===== src/rtl/fmul_issue_ctrl_pkg.sv =====
// Shared definitions for the FP32 multiplier issue controller.
// Holds the FP32 operand width, the default multiplier latency and a few
// FP32 bit patterns that benches use when building operand vectors.
package fmul_issue_ctrl_pkg;

  localparam int unsigned FP32_W      = 32;
  localparam int unsigned MUL_LAT_DEF = 2;

  localparam logic [FP32_W-1:0] FP32_ONE  = 32'h3F80_0000;
  localparam logic [FP32_W-1:0] FP32_ZERO = 32'h0000_0000;
  localparam logic [FP32_W-1:0] FP32_INF  = 32'h7F80_0000;

endpackage


===== src/rtl/fmul_result_fifo.sv =====
// Synchronous result FIFO for the multiplier issue controller.
// Ports:
//   clk, rst_n  clock and asynchronous active-low reset
//   clear       synchronous clear; overrides push and pop in the same cycle
//   push        write push_data (must never occur while full)
//   push_data   entry to store
//   pop         drop the head entry (ignored while empty)
//   head_data   current head entry; zero while empty
//   empty       no entries stored
//   count       number of stored entries (0..DEPTH)
module fmul_result_fifo #(
  parameter int unsigned WIDTH = 37,
  parameter int unsigned DEPTH = 4
) (
  input  logic                     clk,
  input  logic                     rst_n,
  input  logic                     clear,
  input  logic                     push,
  input  logic [WIDTH-1:0]         push_data,
  input  logic                     pop,
  output logic [WIDTH-1:0]         head_data,
  output logic                     empty,
  output logic [$clog2(DEPTH):0]   count
);

  localparam int unsigned AW = $clog2(DEPTH);

  logic [AW-1:0]    wr_ptr_q, rd_ptr_q;
  logic [AW:0]      count_q, count_d;
  logic [WIDTH-1:0] mem_q [DEPTH];
  logic             push_en, pop_en, full;

  assign empty   = (count_q == '0);
  assign full    = (count_q == (AW + 1)'(DEPTH));
  assign push_en = push & ~clear;
  assign pop_en  = pop & ~clear & ~empty;
  assign count   = count_q;

  // Head reads as zero when empty so idle outputs stay quiet after a clear.
  assign head_data = empty ? '0 : mem_q[rd_ptr_q];

  always_comb begin
    count_d = count_q;
    if (clear) begin
      count_d = '0;
    end else begin
      case ({push_en, pop_en})
        2'b10:   count_d = count_q + (AW + 1)'(1);
        2'b01:   count_d = count_q - (AW + 1)'(1);
        default: count_d = count_q;
      endcase
    end
  end

  // Pointers wrap naturally because DEPTH is a power of two.
  always_ff @(posedge clk or negedge rst_n) begin
    if (!rst_n) begin
      wr_ptr_q <= '0;
      rd_ptr_q <= '0;
      count_q  <= '0;
    end else begin
      count_q <= count_d;
      if (clear) begin
        wr_ptr_q <= '0;
        rd_ptr_q <= '0;
      end else begin
        if (push_en) wr_ptr_q <= wr_ptr_q + AW'(1);
        if (pop_en)  rd_ptr_q <= rd_ptr_q + AW'(1);
      end
    end
  end

  always_ff @(posedge clk) begin
    if (push_en) mem_q[wr_ptr_q] <= push_data;
  end

  // Issue credits reserve a slot for every in-flight op, so this cannot fire.
  push_while_full_a: assert property (@(posedge clk) disable iff (!rst_n) !(push_en && full))
    else $error("fmul_result_fifo: push while full");

endmodule


===== src/rtl/fmul_issue_ctrl.sv =====
// Valid/ready front-end for a pipelined FP32 multiplier that has no stall or valid.
// Operand pairs are issued to the multiplier only when a result slot is guaranteed,
// a valid/tag shift register follows each op through the multiplier, and the
// result is captured into a small FIFO presented as a valid/ready stream.
// Ports:
//   clk, rst_n              clock, asynchronous active-low reset
//   flush                   drop in-flight ops and queued results (synchronous)
//   in_valid/in_ready       operand handshake; in_a, in_b operands, in_tag user tag
//   mul_a, mul_b            operand bus to the multiplier (zero when not issuing)
//   mul_c, mul_err          product and error flag from the multiplier
//   out_valid/out_ready     result handshake; out_c, out_err, out_tag result fields
//   err_count               saturating count of captured results with mul_err set
module fmul_issue_ctrl
  import fmul_issue_ctrl_pkg::*;
#(
  parameter int unsigned TAG_W   = 4,
  parameter int unsigned DEPTH   = 4,
  parameter int unsigned MUL_LAT = MUL_LAT_DEF,
  parameter int unsigned ERR_W   = 16
) (
  input  logic              clk,
  input  logic              rst_n,
  input  logic              flush,
  input  logic              in_valid,
  output logic              in_ready,
  input  logic [FP32_W-1:0] in_a,
  input  logic [FP32_W-1:0] in_b,
  input  logic [TAG_W-1:0]  in_tag,
  output logic [FP32_W-1:0] mul_a,
  output logic [FP32_W-1:0] mul_b,
  input  logic [FP32_W-1:0] mul_c,
  input  logic              mul_err,
  output logic              out_valid,
  input  logic              out_ready,
  output logic [FP32_W-1:0] out_c,
  output logic              out_err,
  output logic [TAG_W-1:0]  out_tag,
  output logic [ERR_W-1:0]  err_count
);

  localparam int unsigned CW = $clog2(DEPTH) + 1;
  localparam int unsigned RW = FP32_W + 1 + TAG_W;
  // One extra bit: fifo count plus in-flight ops may briefly be summed past DEPTH.
  localparam logic [CW:0] DepthL = (CW + 1)'(DEPTH);

  logic [MUL_LAT-1:0]            vld_sr_q, vld_sr_d;
  logic [MUL_LAT-1:0][TAG_W-1:0] tag_sr_q, tag_sr_d;
  logic [ERR_W-1:0]              err_count_q;
  logic [CW-1:0]                 fifo_count;
  logic [CW:0]                   occupancy;
  logic [RW-1:0]                 push_data, head_data;
  logic                          fifo_empty, fire, capture, pop;

  // Credits: every queued result and every op still in the multiplier holds a slot.
  // Uses registered state only, so there is no combinational out_ready -> in_ready path.
  always_comb begin
    occupancy = {1'b0, fifo_count};
    for (int i = 0; i < MUL_LAT; i++) begin
      occupancy = occupancy + (CW + 1)'(vld_sr_q[i]);
    end
  end

  assign in_ready = (occupancy < DepthL) & ~flush;
  assign fire     = in_valid & in_ready;
  assign mul_a    = fire ? in_a : '0;
  assign mul_b    = fire ? in_b : '0;

  always_comb begin
    vld_sr_d = '0;
    tag_sr_d = '0;
    if (!flush) begin
      vld_sr_d[0] = fire;
      tag_sr_d[0] = in_tag;
      for (int i = 1; i < MUL_LAT; i++) begin
        vld_sr_d[i] = vld_sr_q[i-1];
        tag_sr_d[i] = tag_sr_q[i-1];
      end
    end
  end

  assign capture   = vld_sr_q[MUL_LAT-1] & ~flush;
  assign push_data = {mul_c, mul_err, tag_sr_q[MUL_LAT-1]};
  assign out_valid = ~fifo_empty;
  assign pop       = out_valid & out_ready;
  assign {out_c, out_err, out_tag} = head_data;
  assign err_count = err_count_q;

  always_ff @(posedge clk or negedge rst_n) begin
    if (!rst_n) begin
      vld_sr_q    <= '0;
      tag_sr_q    <= '0;
      err_count_q <= '0;
    end else begin
      vld_sr_q <= vld_sr_d;
      tag_sr_q <= tag_sr_d;
      if (capture && mul_err && (err_count_q != '1)) begin
        err_count_q <= err_count_q + ERR_W'(1);
      end
    end
  end

  fmul_result_fifo #(
    .WIDTH (RW),
    .DEPTH (DEPTH)
  ) u_result_fifo (
    .clk       (clk),
    .rst_n     (rst_n),
    .clear     (flush),
    .push      (capture),
    .push_data (push_data),
    .pop       (pop),
    .head_data (head_data),
    .empty     (fifo_empty),
    .count     (fifo_count)
  );

endmodule

===== config.mk =====
export PLATFORM = sky130hd
export DESIGN_NAME = fmul_issue_ctrl
export DESIGN_NICKNAME = d
export VERILOG_FILES = /design/src/rtl/fmul_issue_ctrl_pkg.sv /design/src/rtl/fmul_result_fifo.sv /design/src/rtl/fmul_issue_ctrl.sv
export SDC_FILE = /design/constraint.sdc
export NUM_CORES = 1
export LEC_CHECK = 0
export ABC_AREA = 1
export BUFFER_PORTS_ARGS = -buffer_cell sky130_fd_sc_hd__buf_2
export CORE_ASPECT_RATIO = 0.6
export CORE_MARGIN = 2
export CORE_UTILIZATION = 50
export DETAILED_ROUTE_END_ITERATION = 8
export HOLD_SLACK_MARGIN = 0.12
export PLACE_DENSITY = 0.86
export SLEW_MARGIN = 25
export SYNTH_ARGS = -nofsm -noshare
export SYNTH_HDL_FRONTEND = slang
export SYNTH_SLANG_ARGS = --single-unit

===== constraint.sdc =====
create_clock -name clk -period 6.89 [get_ports clk]
set_clock_uncertainty 0.2 [all_clocks]
set_input_delay 2.067 -clock clk [delete_from_list [all_inputs] [get_ports clk]]
set_output_delay 2.067 -clock clk [all_outputs]
set_load 0.1 [all_outputs]

==> qor.csv, run 1 <==
stage,metric,value,unit
synthesis,ys_seq_elements,181,
finish,antenna_cells,0,
global_routing,antenna_found_initial,0,
floorplan,ios,225,
finish,syn2layout_area_growth,23.50,%
global_routing,first_global_vias,5685,
routing,firstDrtPassIters,5,
placed_design,hpwl,11.53,mm
synthesis,syn_nets,929,
setup_path,critPathKind,primary input to output port,
timing,fin_crit,5764,ps
routing,drc,0,
global_routing,grt_pass1_wl,27.74,mm
synthesis,synth_cell_types,27,
clocking,cts.reportedPaths.clkPinSlew,70,ps
routing,wl,17.77,mm
placed_design,port-buffer-count,224,
finish,mostFrequentLayoutCells,"239 x nor2_1, 224 x buf_2, 148 x edfxtp_1, 96 x inv_1, 87 x nand2_1",
timing,slew_headroom,0.4207,
clocking,root_buffer,clkbuf_16,
clocking,cts_resized,0,
synthesis,syn-cell-area,0.008033,mm^2
clocking,cts_buffer_depth,2,
setup_path,crit_arrival,3500,ps
placed_design,placedCellCount,1212,
timing,setup_viol,0,
global_routing,overflow,0,
finish,nNetsFinal,1141,
setup_path,worstPathRequired,4620,ps
timing,tightest_slew,868.9,ps
flow_run,drv_cap,0,
clocking,numClockSinks,181,
floorplan,rows,35,
clocking,postCtsHoldBufs,0,
timing,max_freq,173.5,MHz
synthesis,avgSynthCellArea,9.844,um^2
clocking,numCtsBuffers,17,
timing,fin_crit_sh,0.8366,
floorplan,start_util,0.5167,
global_routing,grt_max_degree,78,
placed_design,gp_congestion,0.8400,
setup_path,reg2reg_slack,4510,ps
clocking,htree_num_levels,4,
power_and_ir_drop,vdd_drop_max,0.1890,mV
routing,postRouteAntennaNets,0,
power_and_ir_drop,powerDensity,264.1,mW/mm^2
floorplan,fp.dieW,167.6,um
routing,wl_per_cell,14.28,um
global_routing,track_usage,0.2102,
finish,drive_above_1_share,0.2709,
finish,fin_cells,1244,
power_and_ir_drop,p_leak,0.004548,uW
synthesis,synth_ff_type,edfxtp_1,
routing,drt_iter0_drc,397,
min_path,hold_class,flop to flop,
min_path,holdPathStages,2,
timing,hold_violations,0,
clocking,post_cts_buffers,0,
run_status,status,"finished, final reports clean",
routing,vias,6090,
synthesis,yosysWarnings,0,
floorplan,die_y,102.2,um
synthesis,syn_inst,816,
setup_path,path_max_fanout,65,
routing,vias_per_cell,4.895,
setup_path,crit_path_end_kind,output port,
floorplan,core,0.01555,mm^2
setup_path,rr_worst_depth,3,
finish,final_common_cell,nor2_1,
clocking,cts_tree,yes,
synthesis,ys_seq_area_frac,0.6561,
synthesis,synth-async-reset-ratio,0.1823,
finish,post-route-util,0.6381,
synthesis,synth_edf_count,148,
floorplan,die_area,0.01713,mm^2
timing,rsz0062_at_grt,no,
setup_path,cp-start-kind,primary input,
timing,slew_viol_final,0,
clocking,clk_latency,400,ps
## synthesized netlist by cell type (2+ instances only)
cell / n / area [um^2]
nor2_1: 244 / 915.9
edfxtp_1: 148 / 4444
inv_1: 96 / 360.4
nand2_1: 88 / 330.3
o21ai_0: 82 / 410.4
a21oi_1: 39 / 195.2
dfrtp_1: 33 / 825.8
clkbuf_1: 19 / 71.32
buf_2: 13 / 65.06
nand3_1: 13 / 65.06
xnor2_1: 8 / 70.07
ha_1: 6 / 75.07
nand4_1: 5 / 31.28
buf_1: 4 / 15.01
inv_2: 3 / 11.26
buf_6: 2 / 22.52
nand2_2: 2 / 12.51
nor2_2: 2 / 12.51
## power by group
| group | leakage (uW) | switching [uW] | internal (uW) | total [uW] |
|---|---|---|---|---|
| logic | 0.00248 | 397 | 79.1 | 476 |
| clock network | 0.000280 | 445 | 488 | 932 |
| registers | 0.00178 | 13.9 | 1200 | 1210 |
## cell families after synthesis
kind of cell,after synthesis,synth area share
buffers and inverters,139,0.06931
AOI/OAI and AO/OA,122,0.07741
muxes,1,0.001246
adders and majority gates,7,0.01184
xor gates and xnor gates,9,0.009814
DFF,181,0.6561
and+or+nand+nor,357,0.1743
## sequential cells by signal, indices dropped and copies added (netlist names)
name	cells
err_count	16
u_result_fifo.mem_q	148
u_result_fifo.count	3
tag_sr_q	4
u_result_fifo.wr_ptr_q	2
vld_sr_q	2
push_data	4
u_result_fifo.rd_ptr_q	2
## worst max-delay path, stage by stage
cell     delay [ps]
buf_2           180
nor2_2          200
nand2_4         340
nor2_1          250
buf_2           460
## final cells by class
class,instances,area (um^2)
Clock buffer,18,429.2
Clock inverter,14,162.7
Fill cell,1204,5625
Inverter,101,384.1
Multi-Input combinational cell,496,2246
Sequential cell,181,5271
Tap cell,203,254.0
Timing Repair Buffer,231,1174
## stage by stage
step           setup slack, ps  power, uW  TNS, ps  instance area (um^2)  hold slack [ps]
5_1_grt                  998.5       2704        0                  9921            294.1
2_1_floorplan           -18.69       1609   -914.9                  8035            234.0
4_1_cts                  788.8       2636        0                  9915            273.7
3_5_place_dp             789.7       1712        0                  9323            258.2
6_report                  1126       2620        0                  9921            270.1
3_3_place_gp             935.2       1704        0                  9323            251.3
## path summary, 6_finish.rpt
| check | end | startpoint |
|---|---|---|
| max | mul_a[12] | flush |
| max in group asynchronous | u_result_fifo.rd_ptr_q[0] | rst_n |
| min reg2reg | push_data[2] | tag_sr_q[2] |
| min | push_data[2] | tag_sr_q[2] |
| min in group asynchronous | err_count[0] | rst_n |
| max reg2reg | u_result_fifo.mem_q[1][33] | vld_sr_q[1] |
## routing by layer
metal | global-route usage | wire length [um] | vias to the layer above
met2 | 0.3712 | 8812 | 206
met4 | 0.05351 | 193 | 0
met1 | 0.2712 | 7816 | 2810
li1 | - | - | 3062
met3 | 0.04415 | 948 | 12
met5 | 0 | 0 | -
(Power assumes the default switching activity.)
==> run 2, diff against run 1 <==
clock period = 5.5 ns   (was 6.89 ns; I/O delays follow)
==> run 2 against run 1 <==
Effect of this change: utilization is 6.5 points higher; total power grew 28%; final cell count increased by 0.24%; non-clock buffer count rose by 4; largest power group unchanged; combinational power is 44% higher; largest cell class unchanged; sequential cell count did not move; critical path type unchanged.
==> qor.csv, run 2 (synthesized netlist as in run 1, its figures left out) <==
stage,metric,value,unit
placed_design,pre_cts_ws,507.3,ps
timing,rsz0062_at_grt,no,
global_routing,antenna_found_initial,1,
floorplan,core,0.01555,mm^2
timing,hold_violations,0,
clocking,htree_num_levels,4,
routing,vias_per_cell,5.049,
routing,wl_per_cell,16.06,um
clocking,post_cts_buffers,0,
finish,drive_above_1_share,0.3257,
routing,vias,6296,
min_path,hold_class,flop to flop,
floorplan,die_y,102.2,um
clocking,postCtsHoldBufs,0,
timing,slew_headroom,0.4426,
global_routing,grt_pass1_wl,31.54,mm
setup_path,critPathKind,primary input to output port,
timing,fin_crit,4999,ps
clocking,clk_latency,410,ps
placed_design,placed_area,0.01037,mm^2
clocking,numCtsBuffers,17,
routing,drt_iter0_drc,431,
floorplan,die_area,0.01713,mm^2
power_and_ir_drop,vdd_drop_max,0.1880,mV
finish,nNetsFinal,1145,
global_routing,first_global_vias,6280,
routing,drc,0,
global_routing,overflow,0,
placed_design,gp_congestion,0.8213,
global_routing,grt_max_degree,78,
finish,largest_register_ffs,148,
floorplan,fp.dieW,167.6,um
run_status,status,"finished, final reports clean",
finish,mostFrequentLayoutCells,"185 x nor2_1, 183 x buf_2, 148 x edfxtp_1, 96 x inv_1, 87 x nand2_1",
power_and_ir_drop,powerDensity,307.1,mW/mm^2
routing,postRouteAntennaNets,0,
floorplan,ios,225,
clocking,cts_tree,yes,
finish,syn2layout_area_growth,36.12,%
timing,setup_viol,0,
global_routing,track_usage,0.2398,
routing,wl,20.03,mm
clocking,cts_resized,0,
clocking,root_buffer,clkbuf_16,
finish,stdcell_area,0.01093,mm^2
setup_path,crit_arrival,3150,ps
timing,tightest_slew,836.1,ps
finish,regMostFlops,u_result_fifo.mem_q,
power_and_ir_drop,p_leak,0.004714,uW
flow_run,drv_cap,0,
timing,max_freq,200.0,MHz
setup_path,path_max_fanout,33,
setup_path,crit_path_end_kind,output port,
timing,fin_crit_sh,0.9089,
timing,slew_viol_final,0,
setup_path,cp-start-kind,primary input,
timing,fin_ws,500.9,ps
setup_path,worstPathRequired,3650,ps
clocking,cts_buffer_depth,2,
finish,antenna_cells,0,
placed_design,hpwl,13.54,mm
clocking,cts.reportedPaths.clkPinSlew,70,ps
floorplan,start_util,0.5167,
clocking,numClockSinks,181,
routing,firstDrtPassIters,7,
placed_design,port-buffer-count,224,
finish,final_common_cell,nor2_1,
floorplan,rows,35,
-- run 2: where the power goes --
part	switching [uW]	total [uW]	internal [uW]
registers	17.0	1520	1500
logic	533	687	154
clock network	555	1150	599
total	1110	3360	2250
-- run 2: area by class of cell --
cell class / instances / area, um^2
multi-input cells: 496 / 2621
fillers: 1106 / 4612
repair buffers: 235 / 1844
clock buffers: 17 / 425.4
inverters: 101 / 382.9
flip-flops and latches: 181 / 5271
clock inverters: 14 / 135.1
well taps: 203 / 254.0
-- run 2: critical path, cell delays in order --
cell and delay (ps):
buf_2 180, nor2_2 190, nand2_4 360, buf_12 360, nor2_2 170, buf_12 190
-- run 2: layer usage --
metal | track usage | vias up | wire [um]
met5 | 0 | - | 13
li1 | - | 3073 | -
met1 | 0.2874 | 2973 | 8188
met2 | 0.4405 | 218 | 10390
met3 | 0.05887 | 30 | 1126
met4 | 0.06756 | 2 | 314
-- run 2: final timing paths --
path	startpoint	endpoint	slack [ps]	depth (start not counted)
min in group asynchronous	rst_n	err_count[1]	1090	1
worst min register to register	tag_sr_q[2]	push_data[2]	270	2
worst max-delay path	flush	mul_b[22]	500	6
worst max register to register	vld_sr_q[1]	u_result_fifo.mem_q[3][17]	3100	3
max in group asynchronous	rst_n	u_result_fifo.rd_ptr_q[0]	3490	1
worst min-delay path	tag_sr_q[2]	push_data[2]	270	2
-- run 2: per-stage QoR --
step	power, uW	hold WS, ps	instances	TNS (ps)	util
floorplan	2045	234.0	816	-4740	-
global placement	2224	261.6	1216	0	0.6673
detailed placement	2237	260.9	1216	0	0.6673
CTS	3377	270.7	1247	0	0.7033
global route	3466	286.5	1247	0	0.7033
finish	3358	267.8	1247	0	0.7033
==> run 3, diff against run 2 <==
SYNTH_HIERARCHICAL = 1   (was not set)
==> run 3 against run 2 <==
Effect of this change: setup slack better by 18 ps; largest power group is now combinational cells; largest cell class unchanged; wire length down 1.6%; register-to-register slack worse by 660 ps; first-iteration DRC count is 58% higher; critical endpoint is now mul_a[31]; sequential power increased by 3%; clock power is essentially flat; synthesized cell count grew 0.86%; final cell count grew 2.4%; critical path type unchanged.
==> qor.csv, run 3 <==
stage,metric,value,unit
synthesis,syn-cell-area,0.008328,mm^2
routing,drt_iter0_drc,683,
floorplan,core,0.01626,mm^2
global_routing,grt_use_met1,0.2925,
floorplan,ios,225,
global_routing,globalRouteMet2Util,0.3722,
synthesis,avgSynthCellArea,10.12,um^2
routing,drc,0,
synthesis,yosysWarnings,6,
finish,regMostFlops,u_result_fifo/mem_q,
synthesis,synth.area.top_cells,"edfxtp_1 53%, dfrtp_1 9.9%, nor2_1 8.8%",
floorplan,die_y,104.0,um
global_routing,track_usage,0.2249,
finish,stdcell_area,0.01024,mm^2
synthesis,synth_fa_ha_area_frac,0.01142,
run_status,status,"finished, final reports clean",
setup_path,cp-start-kind,primary input,
synthesis,ys_seq_elements,181,
clocking,clk_latency,420,ps
clocking,postCtsHoldBufs,0,
synthesis,synth_cell_types,25,
timing,tightest_slew,910.2,ps
synthesis,synth-async-reset-ratio,0.1823,
power_and_ir_drop,powerDensity,507.3,mW/mm^2
clocking,htree_num_levels,4,
routing,wl_per_cell,15.43,um
setup_path,crit_arrival,3130,ps
floorplan,fp.dieW,170.6,um
setup_path,critical_path.slowest_cell,buf_2,
placed_design,hpwl,13.33,mm
setup_path,max_stage_delay,440,ps
global_routing,busiest_layer,met2,
placed_design,port-buffer-count,224,
timing,rsz0062_at_grt,no,
clocking,numCtsBuffers,17,
setup_path,worstPathRequired,3650,ps
synthesis,synth.most_common_cell,nor2_1,
routing,firstDrtPassIters,5,
timing,hold-worst-slack,263.9,ps
setup_path,critPathKind,primary input to output port,
synthesis,synth_compound_area_frac,0.07467,
synthesis,synth_ff_type,edfxtp_1,
clocking,root_buffer,clkbuf_16,
routing,wl,19.70,mm
setup_path,path_cells,buf_2 -> nor3_4 -> nand2_4 -> buf_12 -> nor2_2 -> buf_2,
routing,vias_per_cell,4.937,
synthesis,synthXorXnorAreaFrac,0.009465,
finish,syn2layout_area_growth,22.94,%
timing,hold_violations,0,
clocking,cts_buffer_depth,2,
setup_path,cp_top_family,buffers and inverters,
finish,final_common_cell,buf_2,
clocking,post_cts_buffers,0,
placed_design,placed_area,0.009672,mm^2
global_routing,antenna_found_initial,2,
setup_path,crit_path_end_kind,output port,
synthesis,synth_top_area_cell,edfxtp_1,
synthesis,syn_inst,823,
timing,slew_headroom,0.3932,
floorplan,start_util,0.5122,
global_routing,first_global_vias,5934,
global_routing,grt_pass1_wl,30.70,mm
setup_path,cp.depth,6,
floorplan,die_area,0.01774,mm^2
min_path,hold_class,flop to flop,
finish,mostFrequentLayoutCells,"224 x buf_2, 177 x nor2_1, 148 x edfxtp_1, 102 x inv_1, 85 x nand2_1",
finish,nNetsFinal,1149,
synthesis,yosys.area.top_type_share,0.5337,
global_routing,overflow,0,
timing,fin_crit,4981,ps
placed_design,gp_congestion,0.9165,
routing,postRouteAntennaNets,0,
timing,fin_ws,518.7,ps
timing,tns,0,ps
setup_path,rr_worst_depth,15,
clocking,cts_resized,0,
power_and_ir_drop,p_leak,0.004551,uW
global_routing,grt_use_met3,0.05289,
synthesis,syn_nets,936,
synthesis,ys_seq_area_frac,0.6328,
clocking,cts.reportedPaths.clkPinSlew,60,ps
min_path,holdPathStages,2,
global_routing,grt_max_degree,79,
synthesis,muxShareOfSynthArea,0,
timing,setup_viol,0,
synthesis,synth-simple-area-share,0.1901,
setup_path,crit_path_frequent_cell,buf_2,
synthesis,synth_edf_count,148,
clocking,cts_tree,yes,
placed_design,pre_cts_ws,523.3,ps
timing,max_freq,200.7,MHz
synthesis,ys_top_cells_by_count,"196 x nor2_1, 148 x edfxtp_1, 102 x inv_1, 86 x nand2_1, 65 x o21ai_0",
flow_run,drv_cap,0,
floorplan,rows,36,
setup_path,path_max_fanout,41,
finish,largest_register_ffs,148,
power_and_ir_drop,vdd_drop_max,0.3401,mV
timing,fin_crit_sh,0.9057,
clocking,numClockSinks,181,
synthesis,synth_top_family_by_area,simple AND/OR/NAND/NOR gates,
routing,vias,6305,
timing,slew_viol_final,0,
finish,drive_above_1_share,0.3292,
setup_path,critPathBufInv,3,
-- run 3: cell types whose count changed in the layout (fill, tap and decap cells not counted), moves of 6 or more --
| cell | previous run | this run |
|---|---|---|
| o21ai_1 | 0 | 17 |
| buf_2 | 183 | 224 |
| nor2_1 | 185 | 177 |
| buf_12 | 43 | 2 |
| inv_1 | 96 | 102 |
| nor2_4 | 53 | 24 |
| nor2_2 | 9 | 46 |
| o21ai_0 | 82 | 65 |
-- run 3: logic make-up after synthesis --
| family | Yosys count |
|---|---|
| compound gates | 124 |
| xor+xnor | 9 |
| fa+ha+maj | 7 |
| buf+inv | 145 |
| flops | 181 |
| simple gates | 357 |
-- run 3: layer usage --
metal / routed length, um / up-vias
li1: - / 3080
met1: 8159 / 2928
met2: 9749 / 267
met3: 1450 / 28
met4: 333 / 2
met5: 11 / -
-- run 3: area by class of cell --
cell class | instances | area [um^2]
fill | 1276 | 6022
sequential | 181 | 5271
multi-input combinational | 497 | 2504
timing repair buffer | 233 | 1214
clock buffer | 17 | 425.4
inverter | 106 | 399.1
tap | 228 | 285.3
clock inverter | 14 | 137.6
antenna | 1 | 2.502
-- run 3: final timing paths --
path | from | end | slack [ps]
max in group asynchronous | rst_n | u_result_fifo/rd_ptr_q[0] | 3500
worst min-delay path | tag_sr_q[0] | push_data[0] | 260
min in group asynchronous | rst_n | err_count[13] | 1090
worst max-delay path | flush | mul_a[31] | 520
worst max register to register | u_result_fifo/count[0] | u_result_fifo/count[2] | 2440
worst min register to register | tag_sr_q[0] | push_data[0] | 260
-- run 3: worst reg2reg max path, delay by kind of cell, from the launching register on --
family                     cells  cell delay (ps)
buffers and inverters          4              830
adders and majority gates      1              380
xor gates and xnor gates       1              230
DFF                            1              440
and+or+nand+nor                9              870
-- run 3: through the flow --
step,total power [uW],instances,utilization
global placement,4061,1245,0.5948
detailed placement,4084,1245,0.5948
finish,5194,1277,0.6297
CTS,5217,1276,0.6294
floorplan,3737,823,-
global route,5378,1277,0.6297
-- run 3: power breakdown --
| group | switching, uW | internal, uW | total (uW) |
|---|---|---|---|
| registers | 41.9 | 1510 | 1560 |
| clock network | 541 | 599 | 1140 |
| logic | 2160 | 342 | 2500 |
| total | 2740 | 2450 | 5190 |
